<file path="config.mk">
export PLATFORM = sky130hd
export DESIGN_NAME = seg_to_bin
export DESIGN_NICKNAME = d
export VERILOG_FILES = /design/src/rtl/seg_pkg.sv /design/src/rtl/seg_digit_lut.sv /design/src/rtl/seg_to_bin.sv
export SDC_FILE = /design/constraint.sdc
export NUM_CORES = 1
export LEC_CHECK = 0
export ABC_AREA = 1
export BUFFER_PORTS_ARGS = -buffer_cell sky130_fd_sc_hd__buf_2
export CORE_ASPECT_RATIO = 2
export CORE_MARGIN = 10
export CORE_UTILIZATION = 54
export DETAILED_ROUTE_END_ITERATION = 7
export PLACE_DENSITY = 0.76
export SYNTH_ARGS = -nofsm -noshare
export SYNTH_HDL_FRONTEND = slang
export SYNTH_HIERARCHICAL = 1
export SYNTH_SLANG_ARGS = --single-unit
</file>
<file path="constraint.sdc">
create_clock -name clk -period 2.1 [get_ports clk]
set_input_delay 0.105 -clock clk [delete_from_list [all_inputs] [get_ports clk]]
set_output_delay 0.105 -clock clk [all_outputs]
set_load 0.005 [all_outputs]
</file>
<file path="src/rtl/seg_pkg.sv">
// rtl/seg_pkg.sv - shared FSM state type and seven-segment code constants
package seg_pkg;

  typedef enum logic [1:0] {
    ST_IDLE    = 2'd0,
    ST_SETTLE  = 2'd1,
    ST_PRESENT = 2'd2
  } state_e;

  // Active-low segment codes, bit 6 = segment a, bit 0 = segment g
  localparam logic [6:0] SEG_BLANK = 7'b1111111;
  localparam logic [6:0] SEG_MINUS = 7'b1111110;

  localparam logic [6:0] DIG_0 = 7'b0000001;
  localparam logic [6:0] DIG_1 = 7'b1001111;
  localparam logic [6:0] DIG_2 = 7'b0010010;
  localparam logic [6:0] DIG_3 = 7'b0000110;
  localparam logic [6:0] DIG_4 = 7'b1001100;
  localparam logic [6:0] DIG_5 = 7'b0100100;
  localparam logic [6:0] DIG_6 = 7'b0100000;
  localparam logic [6:0] DIG_7 = 7'b0001111;
  localparam logic [6:0] DIG_8 = 7'b0000000;

  localparam logic [13:0] SEG_ALL_OFF = 14'h3FFF;

endpackage

</file>
<file path="src/rtl/seg_digit_lut.sv">
// rtl/seg_digit_lut.sv - maps one magnitude digit code to {legal, magnitude}
module seg_digit_lut
  import seg_pkg::*;
(
  input  logic [6:0] digit,
  output logic       legal,
  output logic [3:0] mag
);

  always_comb begin
    legal = 1'b1;
    mag   = 4'd0;
    case (digit)
      DIG_0:   mag = 4'd0;
      DIG_1:   mag = 4'd1;
      DIG_2:   mag = 4'd2;
      DIG_3:   mag = 4'd3;
      DIG_4:   mag = 4'd4;
      DIG_5:   mag = 4'd5;
      DIG_6:   mag = 4'd6;
      DIG_7:   mag = 4'd7;
      DIG_8:   mag = 4'd8;
      default: legal = 1'b0;
    endcase
  end

endmodule

</file>
<file path="src/rtl/seg_to_bin.sv">
// rtl/seg_to_bin.sv - debounced two-digit seven-segment reader producing a
// signed 4-bit value with valid/ready handshake and illegal-pattern counting
module seg_to_bin
  import seg_pkg::*;
#(
  parameter int STABLE_CYCLES = 4
)
(
  input  logic        clk,
  input  logic        rst_n,
  input  logic [13:0] seg_in,
  input  logic        out_ready,
  output logic [3:0]  value,
  output logic        out_valid,
  output logic        err,
  output logic [7:0]  err_cnt
);

  localparam logic [3:0] CNT_LAST = 4'(STABLE_CYCLES - 1);

  state_e      state_q, state_d;
  logic [13:0] seg_q, seg_d;
  logic [13:0] cand_q, cand_d;
  logic [13:0] last_pat_q, last_pat_d;
  logic [3:0]  cnt_q, cnt_d;
  logic [3:0]  value_q, value_d;
  logic        out_valid_q, out_valid_d;
  logic        err_q, err_d;
  logic [7:0]  err_cnt_q, err_cnt_d;

  logic        mag_legal;
  logic [3:0]  mag;
  logic        sign_pos;
  logic        sign_neg;
  logic        cand_legal;
  logic [3:0]  cand_value;

  seg_digit_lut u_digit_lut (
    .digit (cand_q[6:0]),
    .legal (mag_legal),
    .mag   (mag)
  );

  // Positive zero is legal, minus zero is not; +8 does not fit in 4-bit two's complement
  assign sign_pos   = (cand_q[13:7] == SEG_BLANK);
  assign sign_neg   = (cand_q[13:7] == SEG_MINUS);
  assign cand_legal = mag_legal && ((sign_pos && (mag != 4'd8)) ||
                                    (sign_neg && (mag != 4'd0)));
  assign cand_value = sign_neg ? (4'd0 - mag) : mag;

  always_comb begin
    seg_d       = seg_in;
    state_d     = state_q;
    cand_d      = cand_q;
    cnt_d       = cnt_q;
    last_pat_d  = last_pat_q;
    value_d     = value_q;
    out_valid_d = out_valid_q;
    err_d       = 1'b0;
    err_cnt_d   = err_cnt_q;

    case (state_q)
      ST_IDLE: begin
        if (seg_q != last_pat_q) begin
          state_d = ST_SETTLE;
          cand_d  = seg_q;
          cnt_d   = 4'd1;
        end
      end

      ST_SETTLE: begin
        if (seg_q != cand_q) begin
          cand_d = seg_q;
          cnt_d  = 4'd1;
        end else if (cnt_q == CNT_LAST) begin
          // Remember the pattern either way so a steady input is reported only once
          last_pat_d = cand_q;
          cnt_d      = 4'd0;
          if (cand_legal) begin
            state_d     = ST_PRESENT;
            value_d     = cand_value;
            out_valid_d = 1'b1;
          end else begin
            state_d = ST_IDLE;
            err_d   = 1'b1;
            if (err_cnt_q != 8'hFF) begin
              err_cnt_d = err_cnt_q + 8'd1;
            end
          end
        end else begin
          cnt_d = cnt_q + 4'd1;
        end
      end

      ST_PRESENT: begin
        if (out_valid_q && out_ready) begin
          out_valid_d = 1'b0;
          state_d     = ST_IDLE;
        end
      end

      default: state_d = ST_IDLE;
    endcase
  end

  always_ff @(posedge clk or negedge rst_n) begin
    if (!rst_n) begin
      state_q     <= ST_IDLE;
      seg_q       <= SEG_ALL_OFF;
      cand_q      <= SEG_ALL_OFF;
      last_pat_q  <= SEG_ALL_OFF;
      cnt_q       <= 4'd0;
      value_q     <= 4'd0;
      out_valid_q <= 1'b0;
      err_q       <= 1'b0;
      err_cnt_q   <= 8'd0;
    end else begin
      state_q     <= state_d;
      seg_q       <= seg_d;
      cand_q      <= cand_d;
      last_pat_q  <= last_pat_d;
      cnt_q       <= cnt_d;
      value_q     <= value_d;
      out_valid_q <= out_valid_d;
      err_q       <= err_d;
      err_cnt_q   <= err_cnt_d;
    end
  end

  assign value     = value_q;
  assign out_valid = out_valid_q;
  assign err       = err_q;
  assign err_cnt   = err_cnt_q;

endmodule
</file>
# After elaboration in Yosys (flattened, before gate mapping)
# Cells that the tools add are included.
classes:
  n_bitwise: 2
  muxes: 25
  n_addsub: 3
  n_eq_ne: 23
  n_reduce_logical: 18
ops:
  columns: ["op", "count"]
  rows:
  - ["$pmux 4 s8", 1]
  - ["$eq 7x7->1 const B", 4]
  - ["$mux 14", 2]
  - ["$ne 14x14->1", 2]
  - ["$pmux 14 s2", 1]
  - ["$mux 4", 4]
  - ["$eq 7x6->1 const B", 2]
  - ["$ne 2x2->1 const B", 6]
  - ["$mux 2", 5]
  - ["$reduce_and 5->1", 2]
  - ["$mux 1", 9]
  - ["$reduce_or 9->1", 1]
  - ["$add 8x1->8 const B", 1]
  - ["$ne 8x8->1 const B", 1]
  - ["$pmux 4 s2", 1]
  - ["$reduce_and 4->1", 2]
  - ["$eq 7x1->1 const B", 1]
  - ["$eq 7x3->1 const B", 1]
  - ["$eq 7x4->1 const B", 1]
  - ["$eq 7x5->1 const B", 1]
  - ["$logic_not 7->1", 1]
  - ["$pmux 2 s3", 1]
  - ["$reduce_and 3->1", 2]
  - ["$add 4x1->4 const B", 1]
  - ["13 further kinds", 18]
word_totals:
  elab_cells: 80
  output_inout_bits: 14
  inputBits: 17
  ff_bits: 62

# Logic depth before layout (Yosys ltp)
logic_depth:
  word_depth: 10
  depth_mapped: 17
  ltp_nobuf: 17

# Modules after synthesis
# Netlist, hierarchy kept.
by_module_without_submodules:
  columns: ["module", "instances", "area_per_inst_um2", "cells_each"]
  rows:
  - ["seg_to_bin", 1, 3333.2, 419]
  - ["seg_digit_lut", 1, 215.2, 47]

# Worst setup path before layout
# OpenSTA, ideal clock, no wires.
synth_path:
  path_type: "register -> register"
  startpoint: "register cand_q[5]"
  endpoint: "register err_cnt_q[2], in the netlist err_cnt[2]"
  slack_ns: 0.049
  arrival_time_ns: 1.985
  synth_period_minus_slack_ns: 2.051
  stages_incl_launch_ff: 18
  path_cell_list: "dfstp_2 > inv_2 > nand2_2 > nor2_2 > nand2_2 > nand2_2 > nor2_2 > inv_1 > inv_1 > ha_1 > nand3_1 > nand3_1 > nand2_1 > nand2_1 > nand3_1 > nor2_2 > nand3_1 > nand2_1"
synth_between:
  elab_chain_len: 8
synth_rtl:
  columns: ["element", "line", "text"]
  rows:
  - ["from (decl)", "seg_to_bin.sv:23", "logic [13:0] cand_q, cand_d;"]
  - ["from (signal assigned)", "seg_to_bin.sv:120", "cand_q <= cand_d;"]
  - ["$eq 7x4->1, or another cell as far along", "seg_digit_lut.sv:13", "case (digit)"]
  - ["$pmux 4 s8 (*)", "seg_digit_lut.sv:13", null]
  - ["via mag[1]", "seg_to_bin.sv:32", "logic [3:0] mag;"]
  - ["$ne 4x4->1 or $reduce_bool 4->1 (tied branches)", "seg_to_bin.sv:47, seg_to_bin.sv:48", null]
  - ["$logic_and 1x1->1 (on tied branches)", "seg_to_bin.sv:47, seg_to_bin.sv:48", null]
  - ["$logic_or 1x1->1 (*)", "seg_to_bin.sv:47", "assign cand_legal = mag_legal && ((sign_pos && (mag != 4'd8)) ||"]
  - ["$logic_and 1x1->1 (*)", "seg_to_bin.sv:47", null]
  - ["$not 1->1 (no line) (*)", null, null]
  - ["$reduce_and 5->1 (no line) (*)", null, null]
  - ["to (signal assigned)", "seg_to_bin.sv:126", "err_cnt_q <= err_cnt_d;"]
  - ["to (decl)", "seg_to_bin.sv:29", "logic [7:0] err_cnt_q, err_cnt_d;"]
# The timed path passes the listed nets; every way through them passes the cells marked *.
# A chain may end at the register's enable or synchronous reset.

# Final worst setup path
layout_path:
  startpoint: "register cand_q[3]"
  endpoint: "register value_q[2], in the netlist value[2]"
layout_between:
  elab_chain_len: 7
layout_rtl:
  columns: ["element", "line", "text"]
  rows:
  - ["$eq 7x4->1, or another cell as far along", "seg_digit_lut.sv:13", null]
  - ["$pmux 4 s8 (*)", "seg_digit_lut.sv:13", null]
  - ["via mag[3]", "seg_to_bin.sv:32", null]
  - ["$ne 4x4->1 or $reduce_bool 4->1 (tied branches)", "seg_to_bin.sv:47, seg_to_bin.sv:48", null]
  - ["$logic_and 1x1->1 (on tied branches)", "seg_to_bin.sv:47, seg_to_bin.sv:48", null]
  - ["$logic_or 1x1->1 (*)", "seg_to_bin.sv:47", null]
  - ["$logic_and 1x1->1 (*)", "seg_to_bin.sv:47", null]
  - ["$reduce_and 4->1 (no line) (*)", null, null]
  - ["to (signal assigned)", "seg_to_bin.sv:123", "value_q <= value_d;"]
  - ["to (decl)", "seg_to_bin.sv:26", "logic [3:0] value_q, value_d;"]
# Marks and branches as above.

==> flow_results.org <==
** Pwr
- In this run the power density over the cells is 647.6 mW/mm².
- IR analysis of the VDD net gives a maximum drop of 597.9 µV.
- Leakage power figure :: 2.308 nW

** Hold path
- The min-delay analysis places its worst path in the category input port to register.
- The path with the worst hold slack has its endpoint at out_valid$_DFFE_PN0P_.
- Startpoint of the tightest hold check path :: out_ready
- Counting instances, the worst hold path has a depth of 4.

** Worst setup path
- CP Max Fanout :: 8
- The worst setup path is captured at a register.
- Data arrival, critical path :: 2.38 ns
- Worst Path Required :: 2.32 ns
- Startpoint Class :: register
- For the worst flop-to-flop path, the logic depth is 15.
- The critical path is of the register to register type.
- The worst register-to-register path has a setup slack of -0.07 ns.
- In this run the critical register-to-register path is launched from cand_q[3]$_DFFE_PN1P_.
- The worst register-to-register path ends at value[2]$_DFFE_PN0P_.

** Global routing
- Entering global routing, the biggest net connects 35 pins.
- Summed over all layers, the global routing overflow is 0.
- First-pass GRT wire length :: 14010 µm
- The via count of the first global-routing pass came to 3270.
- The number of antenna violations at the first check in global routing came to 0.
- For this run, the total global-route usage over all layers was measured as 0.1666.

** Timing
- Final count of hold timing violations :: 0
- Max_slew headroom :: 0.5675
- Setup repair after global routing missed its margin :: yes
- Adding up every negative setup slack in the final design gives -0.4879 ns.
- Clk_skew :: 0.006407 ns
- Derived from the worst setup path, the maximum achievable clock frequency is 461.5 MHz.
- Of the available clock period, the critical path in the final layout requires 1.032.
- Worst Slack Setup Final :: -0.06685 ns
- Setup violations, final :: 11
- For the pin with the worst max-slew slack, the measured transition is 0.6487 ns.
- Post-layout minimum cycle time :: 2.167 ns
- The count of pins over their slew limit was 0.

** Detailed routing
- Dividing the detail-routed wire length by the instance count gives 13.47 µm.
- Highest metal layer with signal wires :: met4
- Vias after detailed routing :: 3170
- Drt first-iter violations :: 109
- Antenna viol nets, final :: 0
- In the routed design, unresolved DRC markers number 0.
- Detailed-routed wire length on met3 :: 353 µm
- Summed over all layers, the routed wires come to 8569 µm.
- Before antenna repair, the detailed router went through 4 iterations.
- Metal-1 WL :: 2884 µm
- After detailed routing, the number of vias per cell comes to 4.984.
- After detailed routing, the met2 layer carries 4888 µm of wire.

** Clock network
- Maximum buffer depth of the clock tree :: 2
- Clock Pin Slew Worst Setup and Hold Paths :: 0.05 ns
- In this run, CTS created clock tree buffers numbering 9.
- TritonCTS built the clock tree.
- At the later pin of the worst-skew pair, clock insertion delay measures 0.34 ns.
- CTS saw 62 sinks.
- The root buffer cell chosen for the clock tree is sky130_fd_sc_hd__clkbuf_16.
- The H-tree generated during clock tree synthesis spans 3 levels.

** Placement
- Port Buffers :: 30
- Final weighted congestion in routability-driven placement :: 0.9130
- Timing analysis after detailed placement gives a worst setup slack of -0.1639 ns.
- The wire-length estimate of the detail-placed layout is 5788 µm.
- Placed cells :: 592

** Die
- Starting Density :: 0.5578
- I/O pin count :: 31
- Die height :: 134.6 µm
- The floorplan has 41 rows.
- Core Footprint :: 0.006361 mm²
- Die width :: 77.32 µm
- Overall die area :: 0.01041 mm²

** Run status
- Violations in the final reports :: setup timing
- The run finished, with violations left.

** Yosys
- In the synthesized netlist, the number of instances is 466.
- During synthesis, Yosys emitted a total of 6 warnings.
- Number of nets produced by synthesis :: 486
- The synthesized netlist occupies a cell area of 0.003548 mm².
- The share of synthesized area in the top cell type comes to 0.3110.
- Among all flip-flop cells after synthesis, the most frequent one is sky130_fd_sc_hd__dfstp_2.
- Cell accounting for the most synthesized area :: sky130_fd_sc_hd__dfstp_2
- Average cell area after synthesis :: 7.615 µm²
- Count of distinct cell types in the synthesized netlist :: 27
- Total of flip-flops plus latches after synthesis :: 62
- Synth top area cells :: sky130_fd_sc_hd__dfstp_2 31%, sky130_fd_sc_hd__nand2_1 18%, sky130_fd_sc_hd__dfrtp_1 14%
- Yosys mapped a number of flops with a built-in enable equal to 0.
- Post-synth ARST share :: 1.000
- For this run, the register share of the synthesized area comes to 0.4520.

** Cells and area
- The final layout contains 565 nets.
- Counting the fill cells in the layout gives 503.
- Fraction of layout cells with a size suffix above 1 :: 0.3745
- Synthesis-to-finish area growth :: 31.49%
- Final standard cell count with taps included and fillers excluded :: 636
- 0 antenna diodes ended up in the layout.

** Flow run
- Max-capacitance violation count :: 0
[repair_timing]
item / CTS / global route
hold buffers: 15 / 0
pin swaps: 14 / 24
endpoints found under the setup margin: 14 / 43
hold endpoints to repair: 17 / 0
gates resized for setup: 21 / 34
cloned: 0 / 2
buffers inserted: 9 / 2
[sequential cells by signal (all words and copies together), names as in the netlist]
signal / flops
cand_q: 14
out_valid: 1
cnt_q: 4
state_q: 2
err_cnt: 8
last_pat_q: 14
seg_q: 14
err: 1
value: 4
[stage by stage]
step	hold WS [ns]	power [mW]	utilization	instance area (µm²)
after floorplan	-0.1906	1.420	-	3548
after global placement	0.1624	1.502	0.6107	3885
after detailed placement	0.1586	1.509	0.6107	3885
after CTS	0.05650	3.040	0.7071	4498
after global routing	0.1012	3.144	0.7335	4666
final	0.06571	3.021	0.7335	4666
[area by class of cell]
class	instances	area, µm²	area share
Timing Repair Buffer	72	531.8	0.1140
Clock inverter	3	41.29	0.008850
Sequential cell	62	1604	0.3438
Inverter	64	240.2	0.05149
Multi-Input combinational cell	336	1881	0.4031
Tap cell	86	107.6	0.02306
Clock buffer	13	260.3	0.05578
[cells in the final DEF, fill, tap and decap left out, types with 9 or more instances in the layout]
master,instances
sky130_fd_sc_hd__buf_2,30
sky130_fd_sc_hd__buf_4,24
sky130_fd_sc_hd__clkbuf_16,9
sky130_fd_sc_hd__dfrtp_1,20
sky130_fd_sc_hd__dfstp_2,42
sky130_fd_sc_hd__dlygate4sd3_1,15
sky130_fd_sc_hd__inv_1,48
sky130_fd_sc_hd__inv_2,16
sky130_fd_sc_hd__nand2_1,162
sky130_fd_sc_hd__nand2_2,15
sky130_fd_sc_hd__nand3_1,17
sky130_fd_sc_hd__nand3_2,10
sky130_fd_sc_hd__nor2_1,36
sky130_fd_sc_hd__nor2_2,9
sky130_fd_sc_hd__nor2_4,9
sky130_fd_sc_hd__o21ai_1,12
sky130_fd_sc_hd__o21ai_2,18
[synth_stat cells (4+ instances only)]
library cell              instances
sky130_fd_sc_hd__nand2_1        173
sky130_fd_sc_hd__inv_1           53
sky130_fd_sc_hd__dfstp_2         42
sky130_fd_sc_hd__nor2_1          40
sky130_fd_sc_hd__nand3_1         28
sky130_fd_sc_hd__dfrtp_1         20
sky130_fd_sc_hd__o21ai_2         18
sky130_fd_sc_hd__inv_2           11
sky130_fd_sc_hd__o21ai_1         11
sky130_fd_sc_hd__nor2_2          10
sky130_fd_sc_hd__nand2_2          9
sky130_fd_sc_hd__xnor2_1          8
sky130_fd_sc_hd__xor2_1           8
sky130_fd_sc_hd__o21ai_0          7
sky130_fd_sc_hd__nand4_1          5
sky130_fd_sc_hd__buf_6            4
sky130_fd_sc_hd__nor2_4           4
[metal layers]
| metal | vias up | GRT usage |
|---|---|---|
| met4 | 0 | 0.1214 |
| met1 | 1466 | 0.1480 |
| met5 | - | 0 |
| met3 | 32 | 0.03856 |
| met2 | 80 | 0.3136 |
| li1 | 1592 | - |
[worst max-delay path by stage]
stage	startpoint	endpoint	slack [ns]	depth (start not counted)
after detailed placement	cand_q[5]$_DFFE_PN1P_	err_cnt[7]$_DFFE_PN0P_	-0.16	17
after CTS	cand_q[2]$_DFFE_PN1P_	err_cnt[7]$_DFFE_PN0P_	-0.01	17
after floorplan	cand_q[5]$_DFFE_PN1P_	err_cnt[2]$_DFFE_PN0P_	0.05	17
final	cand_q[3]$_DFFE_PN1P_	value[2]$_DFFE_PN0P_	-0.07	15
after global routing	cand_q[3]$_DFFE_PN1P_	state_q[1]$_DFFE_PN0P_	-0.21	15
after global placement	cand_q[2]$_DFFE_PN1P_	value[1]$_DFFE_PN0P_	-0.01	16
[report_power, final]
group	leakage [nW]	switching (mW)	internal, mW
Clock	0.150	0.495	0.980
Combinational	1.45	0.150	0.114
Sequential	0.708	0.0335	1.25
[cell families (layout without fill, tap and decap cells)]
| group | count (synthesis) | count (layout) | synth area share |
|---|---|---|---|
| buf+inv | 70 | 152 | 0.08286 |
| flops | 62 | 62 | 0.4520 |
| xor+xnor | 16 | 16 | 0.03949 |
| simple gates | 277 | 279 | 0.3417 |
| compound gates | 38 | 38 | 0.07334 |
| fa+ha+maj | 3 | 3 | 0.01058 |
[worst max-delay path, cell delays in order, from the launching register on]
cell	delay, ns
sky130_fd_sc_hd__dfstp_2	0.36
sky130_fd_sc_hd__inv_1	0.14
sky130_fd_sc_hd__nand2_4	0.09
sky130_fd_sc_hd__buf_4	0.14
sky130_fd_sc_hd__buf_4	0.12
sky130_fd_sc_hd__nor4_1	0.23
sky130_fd_sc_hd__buf_4	0.21
sky130_fd_sc_hd__nor2_2	0.05
sky130_fd_sc_hd__nand2_2	0.08
sky130_fd_sc_hd__nand3_2	0.09
sky130_fd_sc_hd__nand2_2	0.11
sky130_fd_sc_hd__nand2_4	0.08
sky130_fd_sc_hd__inv_2	0.07
sky130_fd_sc_hd__nand3_4	0.12
sky130_fd_sc_hd__nand2_1	0.09
sky130_fd_sc_hd__o21ai_1	0.06
Note: power is estimated with default switching activity, not from simulation.
